<file path="src/rtl/fp12_adder_arbiter.sv">
// fp12_adder_arbiter
//   Round-robin sequencer that shares one combinational 12-bit FP adder
//   between two requesters. On a granted operation it:
//     - latches the winner's operands onto add_x/add_y,
//     - captures add_z/add_of one cycle later,
//     - pulses done on the winner's port.
//   Occupancy is a fixed three cycles: IDLE -> EXEC -> RESP.
// Parameters
//   W        operand/result width (pass-through, no arithmetic here)
//   RR_INIT  requester that wins the first contested arbitration after reset
// Ports
//   clk, rst                    clock, synchronous active-high reset
//   req/x/y{0,1}                request + operands, held until gnt
//   gnt/done{0,1}               one-cycle accept / result-ready pulses
//   z/of{0,1}                   per-port result, held until that port's next done
//   add_x, add_y                registered operands to the shared adder
//   add_z, add_of               adder result (combinational from add_x/add_y)
//   busy                        high whenever an operation is in flight
// Configuration
//   OF_STICKY_EN  when defined, of{0,1} accumulate until reset
//                 instead of tracking the latest result.

module fp12_res_lane #(
  parameter int W = 12
) (
  input  logic         clk,
  input  logic         rst,
  input  logic         cap,
  input  logic [W-1:0] add_z,
  input  logic         add_of,
  output logic [W-1:0] z,
  output logic         of
);
  always_ff @(posedge clk) begin
    if (rst) begin
      z  <= '0;
      of <= 1'b0;
    end else if (cap) begin
      z  <= add_z;
`ifdef OF_STICKY_EN
      of <= of | add_of;
`else
      of <= add_of;
`endif
    end
  end
endmodule

module fp12_adder_arbiter #(
  parameter int W       = 12,
  parameter int RR_INIT = 0
) (
  input  logic         clk,
  input  logic         rst,
  input  logic         req0,
  input  logic [W-1:0] x0,
  input  logic [W-1:0] y0,
  output logic         gnt0,
  output logic         done0,
  output logic [W-1:0] z0,
  output logic         of0,
  input  logic         req1,
  input  logic [W-1:0] x1,
  input  logic [W-1:0] y1,
  output logic         gnt1,
  output logic         done1,
  output logic [W-1:0] z1,
  output logic         of1,
  output logic [W-1:0] add_x,
  output logic [W-1:0] add_y,
  input  logic [W-1:0] add_z,
  input  logic         add_of,
  output logic         busy
);
  localparam int  NUM_LANES = 2;
  localparam logic PTR_RST  = (RR_INIT == 0) ? 1'b1 : 1'b0;

  typedef enum logic [1:0] {IDLE, EXEC, RESP} state_t;

  state_t state, nxt;
  logic   owner, ptr, win;

  logic [NUM_LANES-1:0]        req, gnt, done, ofv, own_oh;
  logic [NUM_LANES-1:0][W-1:0] xv, yv, zv;

  assign req = {req1, req0};
  assign xv  = {x1, x0};
  assign yv  = {y1, y0};

  // Lone requester wins outright; on contention the one not served last wins.
  always_comb begin
    nxt = state;
    win = 1'b0;
    if (req[0] && req[1]) win = ~ptr;
    else                  win = req[1];
    case (state)
      IDLE:    if (|req) nxt = EXEC;
      EXEC:    nxt = RESP;
      RESP:    nxt = IDLE;
      default: nxt = IDLE;
    endcase
  end

  always_ff @(posedge clk) begin
    if (rst) begin
      state <= IDLE;
      owner <= 1'b0;
      ptr   <= PTR_RST;
      add_x <= '0;
      add_y <= '0;
    end else begin
      state <= nxt;
      if (state == IDLE && |req) begin
        add_x <= xv[win];
        add_y <= yv[win];
        owner <= win;
        ptr   <= win;
      end
    end
  end

  assign own_oh = owner ? 2'b10 : 2'b01;
  assign busy   = (state != IDLE);

  for (genvar k = 0; k < NUM_LANES; k++) begin : g_lane
    assign gnt[k]  = (state == EXEC) && own_oh[k];
    assign done[k] = (state == RESP) && own_oh[k];
    fp12_res_lane #(.W(W)) u_lane (
      .clk    (clk),
      .rst    (rst),
      .cap    (gnt[k]),
      .add_z  (add_z),
      .add_of (add_of),
      .z      (zv[k]),
      .of     (ofv[k])
    );
  end

  assign gnt0  = gnt[0];
  assign gnt1  = gnt[1];
  assign done0 = done[0];
  assign done1 = done[1];
  assign z0    = zv[0];
  assign z1    = zv[1];
  assign of0   = ofv[0];
  assign of1   = ofv[1];
endmodule

</file>
<file path="config.mk">
export PLATFORM = sky130hd
export DESIGN_NAME = fp12_adder_arbiter
export DESIGN_NICKNAME = d
export VERILOG_FILES = /design/src/rtl/fp12_adder_arbiter.sv
export SDC_FILE = /design/constraint.sdc
export NUM_CORES = 1
export LEC_CHECK = 0
export CORE_ASPECT_RATIO = 1.1
export CORE_MARGIN = 2
export CORE_UTILIZATION = 39
export CTS_CLUSTER_DIAMETER = 30
export DETAILED_ROUTE_END_ITERATION = 8
export PLACE_DENSITY = 0.83
export SYNTH_ARGS = -nofsm -noshare
export SYNTH_HDL_FRONTEND = slang
export SYNTH_SLANG_ARGS = --single-unit
</file>
<file path="constraint.sdc">
create_clock -name clk -period 1.8 [get_ports clk]
set_input_delay 0.36 -clock clk [delete_from_list [all_inputs] [get_ports clk]]
set_output_delay 0.36 -clock clk [all_outputs]
set_load 0.01 [all_outputs]
</file>
# Yosys cells after proc, flatten, opt, wreduce, memory -nomap -nowiden
# Cells that the tools add are included.
[totals]
reg_bits = 54
out_inout_bits = 55
elab_cells = 31
[op_classes]
magnitude_cmp = 1
eq_ne = 3
mux = 8
bitwise_logic = 1
n_reduce_logical = 9
[op_table]
columns = ["operator", "count"]
rows = [
  ["$mux W12", 4],
  ["$logic_and A1 B1 Y1", 6],
  ["$mux W2", 2],
  ["$pmux W2 S2", 1],
  ["$eq A2 B1 Y1 const B", 1],
  ["$eq A2 B2 Y1 const B", 1],
  ["$logic_not A2 Y1", 1],
  ["$lt A1 B2 Y1 const B", 1],
  ["$ne A2 B2 Y1 const B", 1],
  ["$reduce_bool A2 Y1", 1],
  ["$reduce_or A2 Y1", 1],
  ["$mux W1", 1],
  ["$not A1 Y1", 1],
]

# Depth between registers and ports, before layout
# Gate-level depths: netlist of the first run.
[logic_depth]
ltp_word = 4
mapped_depth = 6
depth_no_buf = 4

# Modules after synthesis
# Synthesis of the first run repeated with hierarchy kept, for this count alone.
[unflattened]
cells_unflattened = 243
hier_area_um2 = 2483.6
[modules_own_cells]
columns = ["module", "n_inst", "cells_per_inst", "area_each_um2"]
rows = [
  ["fp12_adder_arbiter", 1, 159, 1535.2],
  ["fp12_res_lane", 2, 42, 474.2],
]

# Worst setup path after synthesis of the first run
# Ideal clock, no wire load.
[synth_path]
path_kind = "reg2out"
from = "register state[0]"
to = "output gnt0"
arrival_time_ns = 1.068
required_time_ns = 1.440
slack_ns = 0.372
path_stages_with_launch = 5
n_path_buf = 2
path_cell_list = "dfxtp_1 > or3b_1 > buf_6 > clkinv_4 > buf_12"
[synth_between]
elab_chain_cells = 2
[synth_rtl]
columns = ["element", "line", "source"]
rows = [
  ["start, declared", "80", "state_t state, nxt;"],
  ["start signal, assigned", "112", "state <= nxt;"],
  ["$eq A2 B1 Y1", "126", "assign gnt[k] = (state == EXEC) && own_oh[k];"],
  ["$logic_and A1 B1 Y1", "126", ""],
  ["end, declared", "58", "output logic gnt0,"],
]
# Every way passes these cells.

# Worst setup path in the final report of the first run
# Same ends and word-level chain as after synthesis.

==> results.md, run 1 <==
* Max-slew violation total from the final report at 0
* Post-CTS Setup Bufs at 0
* Post-synthesis simple-gate area fraction at 21.1%
* Status: finished, final reports clean
* Most used DFF post-synth: dfxtp_1
* Pre-CTS WS at -207 ps
* Post-DP HPWL at 5000 um
* Placeable Area at 0.00543 mm^2
* CP Capture Type: output port
* CP required at 1440 ps
* Worst path bufs/invs at 2
* Initial antenna violation count at 0
* Slew margin rel. at 64.0%
* CTS buffer count at 5
* Starting Density at 40.9%
* WHS at 417 ps
* Top Metal Used: met4
* CP max FO at 2
* #FFs+latches synth at 54
* Power Total at 2730 uW
* Unique cell type count in the Yosys netlist at 28
* Startpoint types: register
* Drt wl/cell at 14.2 um
* Final period util at 96.8%
* Port bufs at 119
* Sequential fraction of the synthesis area at 48.6%
* CTS tree: done
* Final WL at 6650 um
* Worst VDD drop at 0.489 mV
* Endpoints failing hold at 0
* Critical-path top delay cell: or3b_4
* Syn nets at 336
* Fraction of layout cells with a size suffix above 1 at 11.0%
* Vias per cell at 5.11
* Share of the synthesized area in the top cell type at 48.6%
* Clock Latency Late Sink at 300 ps
* Synth Area in Compound Gates at 24.1%
* Clk sink count at 54
* Final antenna-violating net count at 0
* Number of DRC markers in iteration 0 at 93
* Worst-path cell chain: or3b_4, clkinv_4, dlygate4sd2_1
* Adder-cell area share of the yosys netlist at 0%
* Worst min-delay path category: primary input to register
* Unrepaired setup endpoints after global routing: no
* CP max stage delay at 410 ps
* Die height at 83.2 um
* Fmax at 574 MHz
* Instance count of the mapped netlist at 271
* Largest net degree at the start of global routing at 31
* Number of synthesized flops with an enable pin at 0
* First-pass GRT wire length at 10800 um
* Main combinational cell family by area after synthesis: compound AO/OA/AOI/OAI gates
* Most numerous cell in the Yosys netlist: nand2_1
* DRC viols at 0
* Full die area at 0.00632 mm^2
* Vias in the first global route at 2325
* CP Class: register to output port
* Drt first pass iters at 4
* Final WS setup at 57.9 ps
* Htree depth at 2
* Crit path time final at 1740 ps
* Avg Inst Size Synth at 8.20 um^2
* Post-synth ARST share at 0%
* GR Util All Layers at 20.8%
* Yosys warning count at 0
* Area growth from synthesis to layout at 62.8%
* Met1 wire length at 2720 um
* MaxCap Viol Count at 0
* I/O pins at 120
* Via count at 2385
* Met3 routed WL at 535 um
* Rows at 28
* Synth top cells by count: nand2_1, dfxtp_1, a21oi_1
* Biggest area contributors in the synthesized netlist: dfxtp_1, nand2_1, a21oi_1
* Leading area contributor after synthesis: dfxtp_1
* Die extent in x at 76.0 um
* Global route total overflow at 0
* Synth Area in XOR/XNOR at 0%
* Mux cell area share after synthesis at 0%
* Final nets at 457
* Max Clock Skew at 5.91 ps
* Ant. Diodes at 0
* Pwr dens at 754 mW/mm^2
* Lkg Pwr at 0.00134 uW
* CP Data Arrival Time at 1380 ps
* GP Congestion at 0.781
* Root buffer cell: clkbuf_8
* Mapped cell area at 0.00222 mm^2
* Routed length on met2 at 3340 um
* CTS max path bufs at 2
* Clock-pin transition on the worst setup and hold timing paths at 90 ps
* Count of final setup violators at 0
* Slew @ Worst Pin at 538 ps
* Crit path max-delay family: simple AND/OR/NAND/NOR gates
==> state kept, by name, summed over array words and instances (netlist names) <==
name and flops:
g_lane.u_lane.z 24, add_x 12, add_y 12, g_lane.u_lane.of 2, state 2, owner 1, ptr 1
==> area by class of cell <==
| type | count | area [um^2] |
|---|---|---|
| clock buffer | 5 | 68.8 |
| clock inverter | 2 | 15.0 |
| fill | 479 | 1810 |
| inverter | 3 | 16.3 |
| multi-input combinational | 192 | 1010 |
| sequential | 54 | 1080 |
| tap | 75 | 93.8 |
| timing repair buffer | 136 | 1330 |
==> worst reg2reg max path, cell delays in order, from the launching register on <==
cell and delay [ps]:
dfxtp_1 330, buf_4 150, nor2_4 100, inv_1 100
nor2_4 460, a311oi_1 190
==> cells by family after synthesis <==
| group | after synthesis |
|---|---|
| AOI/OAI and AO/OA | 79 |
| buffers and inverters | 25 |
| DFF | 54 |
| and+or+nand+nor | 113 |
==> report_power, final <==
part | internal (uW) | switching, uW
sequential | 1290 | 49.9
combinational | 408 | 330
clock | 266 | 386
==> metrics by stage <==
step | instance area, um^2 | util [%] | instances | setup TNS, ps
floorplan | 2220 | - | 271 | 0
global placement | 3530 | 65.1 | 460 | -4180
detailed placement | 3530 | 65.1 | 460 | -4480
CTS | 3610 | 66.6 | 467 | 0
global route | 3620 | 66.7 | 467 | 0
finish | 3620 | 66.7 | 467 | 0
==> layout by cell type (no fill, tap or decap) <==
cell type          n
and3b_1            1
buf_12             2
nor2b_1            1
buf_2              1
nor3b_1            2
inv_1              2
a21boi_2           1
clkinv_4           1
or3b_4             1
or2_2              1
nor2_1             1
a21bo_1            1
dfxtp_1           54
dlygate4sd2_1      5
nor3_1             1
clkinvlp_4         2
a311oi_1          24
nand3b_1           1
a21oi_2            9
nand2_2            3
clkbuf_8           5
a21oi_1           42
nor2_4             2
buf_4             15
o21ai_0            1
clkdlybuf4s50_1  113
nand2_1           99
a221o_1            1
==> layer usage <==
layer / track usage, % / vias to the layer above
li1: - / 1169
met1: 24.0 / 1099
met2: 37.5 / 111
met3: 6.52 / 6
met4: 4.63 / 0
met5: 0 / -
==> final timing paths <==
path	from	end	slack, ps	cells after the start
max reg2reg	state[1]$_SDFFE_PP0P_	add_y[0]$_SDFFE_PP0P_	330	5
min reg2reg	g_lane[1].u_lane.z[6]$_SDFFE_PP0P_	g_lane[1].u_lane.z[6]$_SDFFE_PP0P_	460	2
min	rst	g_lane[0].u_lane.z[5]$_SDFFE_PP0P_	420	2
max	state[0]$_SDFFE_PP0P_	gnt0	60	3
==> repair_timing <==
action | CTS | global route
hold buffers | 0 | 0
gates resized for setup | 6 | 1
endpoints found under the setup margin | 5 | 24
Power figures use the tool's default switching activity.
==> run 2, diff against run 1 <==
Settings changed: CAP_MARGIN set to 40.
==> results.md, run 2 (synthesis gave the netlist of run 1 again) <==
* Area growth from synthesis to layout at 64.5%
* Fillers at 476
* Htree depth at 2
* I/O pins at 120
* Max Clock Skew at 4.34 ps
* Number of DRC markers in iteration 0 at 54
* Most common cell after layout, fill and taps aside: clkdlybuf4s50_1
* Critical-path top delay cell: or3b_4
* Switching portion of total power at 26.6%
* Final period util at 96.5%
* Clk sink count at 54
* Crit path max-delay family: simple AND/OR/NAND/NOR gates
* Rows at 28
* Crit path time final at 1740 ps
* Pre-CTS WS at -76.3 ps
* Clock-pin transition on the worst setup and hold timing paths at 90 ps
* GR Util All Layers at 20.6%
* Flop pwr share at 46.4%
* MaxCap Viol Count at 0
* Fmax at 576 MHz
* R2r startpoint: state[1]$_SDFFE_PP0P_
* CTS max path bufs at 2
* Starting Density at 40.9%
* R2R cell count at 6
* Placeable Area at 0.00543 mm^2
* Drt first pass iters at 5
* Largest register FFs at 24
* Via count at 2358
* Max-slew violation total from the final report at 0
* Slew margin rel. at 69.9%
* Pwr dens at 789 mW/mm^2
* Worst path bufs/invs at 2
* CP max FO at 2
* Worst min-delay path endpoint: g_lane[0].u_lane.z[5]$_SDFFE_PP0P_
* GP Congestion at 0.781
* Hold path startpoint: rst
* Vias in the first global route at 2331
* Clock power share at 27.9%
* Count of final setup violators at 0
* Vias per cell at 5.03
* DRC viols at 0
* CP Data Arrival Time at 1380 ps
* Clock Latency Late Sink at 300 ps
* Largest net degree at the start of global routing at 31
* Root buffer cell: clkbuf_8
* CP required at 1440 ps
* Status: finished, final reports clean
* Full die area at 0.00632 mm^2
* Comb power frac at 25.7%
* CP max stage delay at 410 ps
* Startpoint types: register
* Commonest cells after routing, fill and taps aside: clkdlybuf4s50_1, nand2_1, dfxtp_1
* Post-DP HPWL at 5030 um
* Drt wl/cell at 14.0 um
* Initial antenna violation count at 0
* Global route total overflow at 0
* NetSw at 767 uW
* Post-CTS Setup Bufs at 0
* First-pass GRT wire length at 10700 um
* Slew @ Worst Pin at 451 ps
* Die height at 83.2 um
* Ant. Diodes at 0
* CTS tree: done
* Endpoints failing hold at 0
* Die extent in x at 76.0 um
* Worst reg2reg endpoint: add_x[0]$_SDFFE_PP0P_
* Final instance area at 0.00366 mm^2
* Final nets at 458
* Unrepaired setup endpoints after global routing: no
* CP Class: register to output port
* Largest Register: g_lane.u_lane.z
* CP Capture Type: output port
* Final antenna-violating net count at 0
* Lkg Pwr at 0.00136 uW
* Port bufs at 119
* CTS buffer count at 5
* Worst Setup SP: state[0]$_SDFFE_PP0P_
* Internal at 2120 uW
* Cell Count Post-Placement at 461
* Fraction of layout cells with a size suffix above 1 at 11.2%
* Regs by FF count: g_lane.u_lane.z: 24 flops, add_x: 12 flops, add_y: 12 flops
* Hold Path Cell Cnt at 2
* Worst-path cell chain: or3b_4, clkinv_4, dlygate4sd2_1
* R2R Setup Slk at 370 ps
* Worst VDD drop at 0.435 mV
* Worst min-delay path category: primary input to register
* Dpl cell area at 0.00355 mm^2
* Layout Cells excl Fill at 469
* Final WL at 6590 um
* Layout Utilization at 67.4%
* Final WS setup at 63.5 ps
## run 2: power by group through the flow
stage                     Combinational [uW]  Clock [uW]  Sequential, uW
after floorplan                          282           0            1410
after global placement                   730           0            1360
after detailed placement                 748           0            1370
after CTS                                748         819            1340
after global routing                     804         869            1350
final                                    741         805            1340
## run 2: how the worst max path moves through the flow
stage | to | slack (ps) | depth (start not counted)
after floorplan | gnt0 | 370 | 4
after global placement | add_y[1]$_SDFFE_PP0P_ | -180 | 4
after detailed placement | add_x[0]$_SDFFE_PP0P_ | -80 | 5
after CTS | gnt1 | 70 | 4
after global routing | gnt1 | 20 | 4
final | gnt0 | 60 | 3
## run 2: layout make-up
type | count | area (um^2) | share of cell area, %
Timing Repair Buffer | 137 | 1350 | 36.9
Sequential cell | 54 | 1080 | 29.6
Multi-Input combinational cell | 192 | 1010 | 27.5
Tap cell | 75 | 93.8 | 2.57
Clock buffer | 6 | 72.6 | 1.98
Clock inverter | 2 | 37.5 | 1.03
Inverter | 3 | 16.3 | 0.445
## run 2: stage by stage
step	power [uW]	TNS, ps	hold WS, ps
2_1_floorplan	1690	0	481
3_3_place_gp	2090	-4180	442
3_5_place_dp	2110	-1240	447
4_1_cts	2910	0	406
5_1_grt	3020	0	416
6_report	2890	0	416
## run 2: what timing repair did
action                     in CTS  in global routing
hold buffers                    0                  0
gates resized for setup         6                  1
pin swaps                       0                  0
setup endpoints to repair       5                  1
## run 2: routing by layer
| metal | vias up | part of all wire, % | track usage, % |
|---|---|---|---|
| met2 | 115 | 51 | 39.3 |
| met3 | 6 | 8.6 | 6.52 |
| met1 | 1064 | 39 | 22.4 |
| met5 | - | 0 | 0 |
| met4 | 0 | 0.80 | 3.97 |
| li1 | 1173 | - | - |
==> run 3, diff against run 2 <==
Settings changed: HOLD_SLACK_MARGIN set to 0.02, SLEW_MARGIN set to 40.
==> results.md, run 3 (synthesis gave the netlist of run 1 again) <==
* Startpoint types: register
* NetSw at 766 uW
* Fmax at 574 MHz
* Lkg Pwr at 0.00136 uW
* Clock-pin transition on the worst setup and hold timing paths at 90 ps
* Drt first pass iters at 4
* Area of the multi-input gates at 0.00101 mm^2
* Max Clock Skew at 5.47 ps
* Final WL at 6640 um
* CP Data Arrival Time at 1380 ps
* Commonest cells after routing, fill and taps aside: clkdlybuf4s50_1, nand2_1, dfxtp_1
* Internal at 2110 uW
* Worst min-delay path category: primary input to register
* Vias per cell at 5.12
* Fillers at 483
* Die extent in x at 76.0 um
* Drt wl/cell at 14.2 um
* Worst VDD drop at 0.447 mV
* Post-CTS Setup Bufs at 0
* Slew @ Worst Pin at 546 ps
* Comb power frac at 25.7%
* Clock power share at 27.8%
* Max-slew violation total from the final report at 0
* Layout Cells excl Fill at 468
* Regs by FF count: g_lane.u_lane.z: 24 flops, add_x: 12 flops, add_y: 12 flops
* GR Util All Layers at 20.9%
* Largest Register: g_lane.u_lane.z
* Root buffer cell: clkbuf_8
* Fraction of layout cells with a size suffix above 1 at 10.9%
* Starting Density at 40.9%
* CP required at 1440 ps
* First-pass GRT wire length at 10900 um
* Unrepaired setup endpoints after global routing: no
* Final period util at 96.7%
* I/O pins at 120
* Full die area at 0.00632 mm^2
* Global route total overflow at 0
* Final antenna-violating net count at 0
* CTS max path bufs at 2
* Crit path time final at 1740 ps
* CP Class: register to output port
* Vias in the first global route at 2340
* Largest register FFs at 24
* Post-DP HPWL at 5000 um
* FF/Latch Area at 0.00108 mm^2
* Rows at 28
* Slew margin rel. at 63.5%
* CTS buffer count at 5
* DRC viols at 0
* Htree depth at 2
* Via count at 2396
* Final setup TNS at 0 ps
* Hold_buf cts at 0
* GP Congestion at 0.781
* Flop pwr share at 46.5%
* Met3 routed WL at 606 um
* Ant. Diodes at 0
* Count of final setup violators at 0
* WHS at 417 ps
* Top Metal Used: met4
* Pwr dens at 790 mW/mm^2
* Placeable Area at 0.00543 mm^2
* CTS tree: done
* Clock Latency Late Sink at 300 ps
* Cell Count Post-Placement at 460
* Status: finished, final reports clean
* Most common cell after layout, fill and taps aside: clkdlybuf4s50_1
* Routed length on met2 at 3280 um
* Initial antenna violation count at 0
* Area growth from synthesis to layout at 64.0%
* CP Capture Type: output port
* Endpoints failing hold at 0
* Final nets at 457
* CP max FO at 2
* Largest net degree at the start of global routing at 31
* Die height at 83.2 um
* Clk sink count at 54
* Met1 wire length at 2640 um
* Port bufs at 119
* MaxCap Viol Count at 0
* Switching portion of total power at 26.6%
* Number of DRC markers in iteration 0 at 102
run 3: changes by cell type in the layout (fill, tap and decap cells not counted):
| cell | delta |
|---|---|
| dlygate4sd2_1 | +1 |
| nor2_4 | +1 |
| nor2_2 | -1 |
| buf_8 | -1 |
| clkdlybuf4s15_1 | -1 |
run 3: cell type report:
cell class | instances | share of cell area, %
Clock buffer | 6 | 1.99
Clock inverter | 2 | 1.03
Inverter | 3 | 0.446
Multi-Input combinational cell | 192 | 27.8
Sequential cell | 54 | 29.7
Tap cell | 75 | 2.57
Timing Repair Buffer | 136 | 36.5
run 3: repair_timing:
action | 4_1_cts | 5_1_grt
setup endpoints to repair | 5 | 0
gates resized for setup | 6 | 0
hold endpoints to repair | 0 | 0
run 3: metrics by stage:
step	setup WS (ps)	power, uW	util (%)	cell area, um^2
final	59.1	2880	67.1	3650
after global routing	11.2	3020	67.1	3650
after floorplan	372	1690	-	2220
after global placement	-180	2090	65.1	3530
after CTS	69.9	2900	67.1	3650
after detailed placement	-102	2110	65.2	3540
run 3: worst max-delay path: stages, from the launching register on:
cell and delay [ps]:
dfxtp_1 350, or3b_4 410, clkinv_4 60, dlygate4sd2_1 260
run 3: path summary, 6_finish.rpt:
check / start / endpoint / slack (ps) / cells past startpoint
setup / recovery: state[0]$_SDFFE_PP0P_ / gnt0 / 60 / 3
hold / removal: rst / g_lane[0].u_lane.z[5]$_SDFFE_PP0P_ / 420 / 2
setup reg to reg: state[1]$_SDFFE_PP0P_ / add_x[0]$_SDFFE_PP0P_ / 330 / 5
hold reg to reg: g_lane[1].u_lane.z[6]$_SDFFE_PP0P_ / g_lane[1].u_lane.z[6]$_SDFFE_PP0P_ / 460 / 2
run 3: power by group through the flow:
| stage | combinational (uW) | sequential, uW | clock (uW) |
|---|---|---|---|
| CTS | 744 | 1340 | 822 |
| detailed placement | 744 | 1370 | 0 |
| floorplan | 282 | 1410 | 0 |
| global placement | 730 | 1360 | 0 |
| global route | 801 | 1350 | 867 |
| finish | 739 | 1340 | 801 |
run 3: layer usage:
layer	global-route usage, %	vias to the layer above
li1	-	1169
met1	23.2	1084
met2	38.1	129
met3	6.52	14
met4	6.12	0
met5	0	-
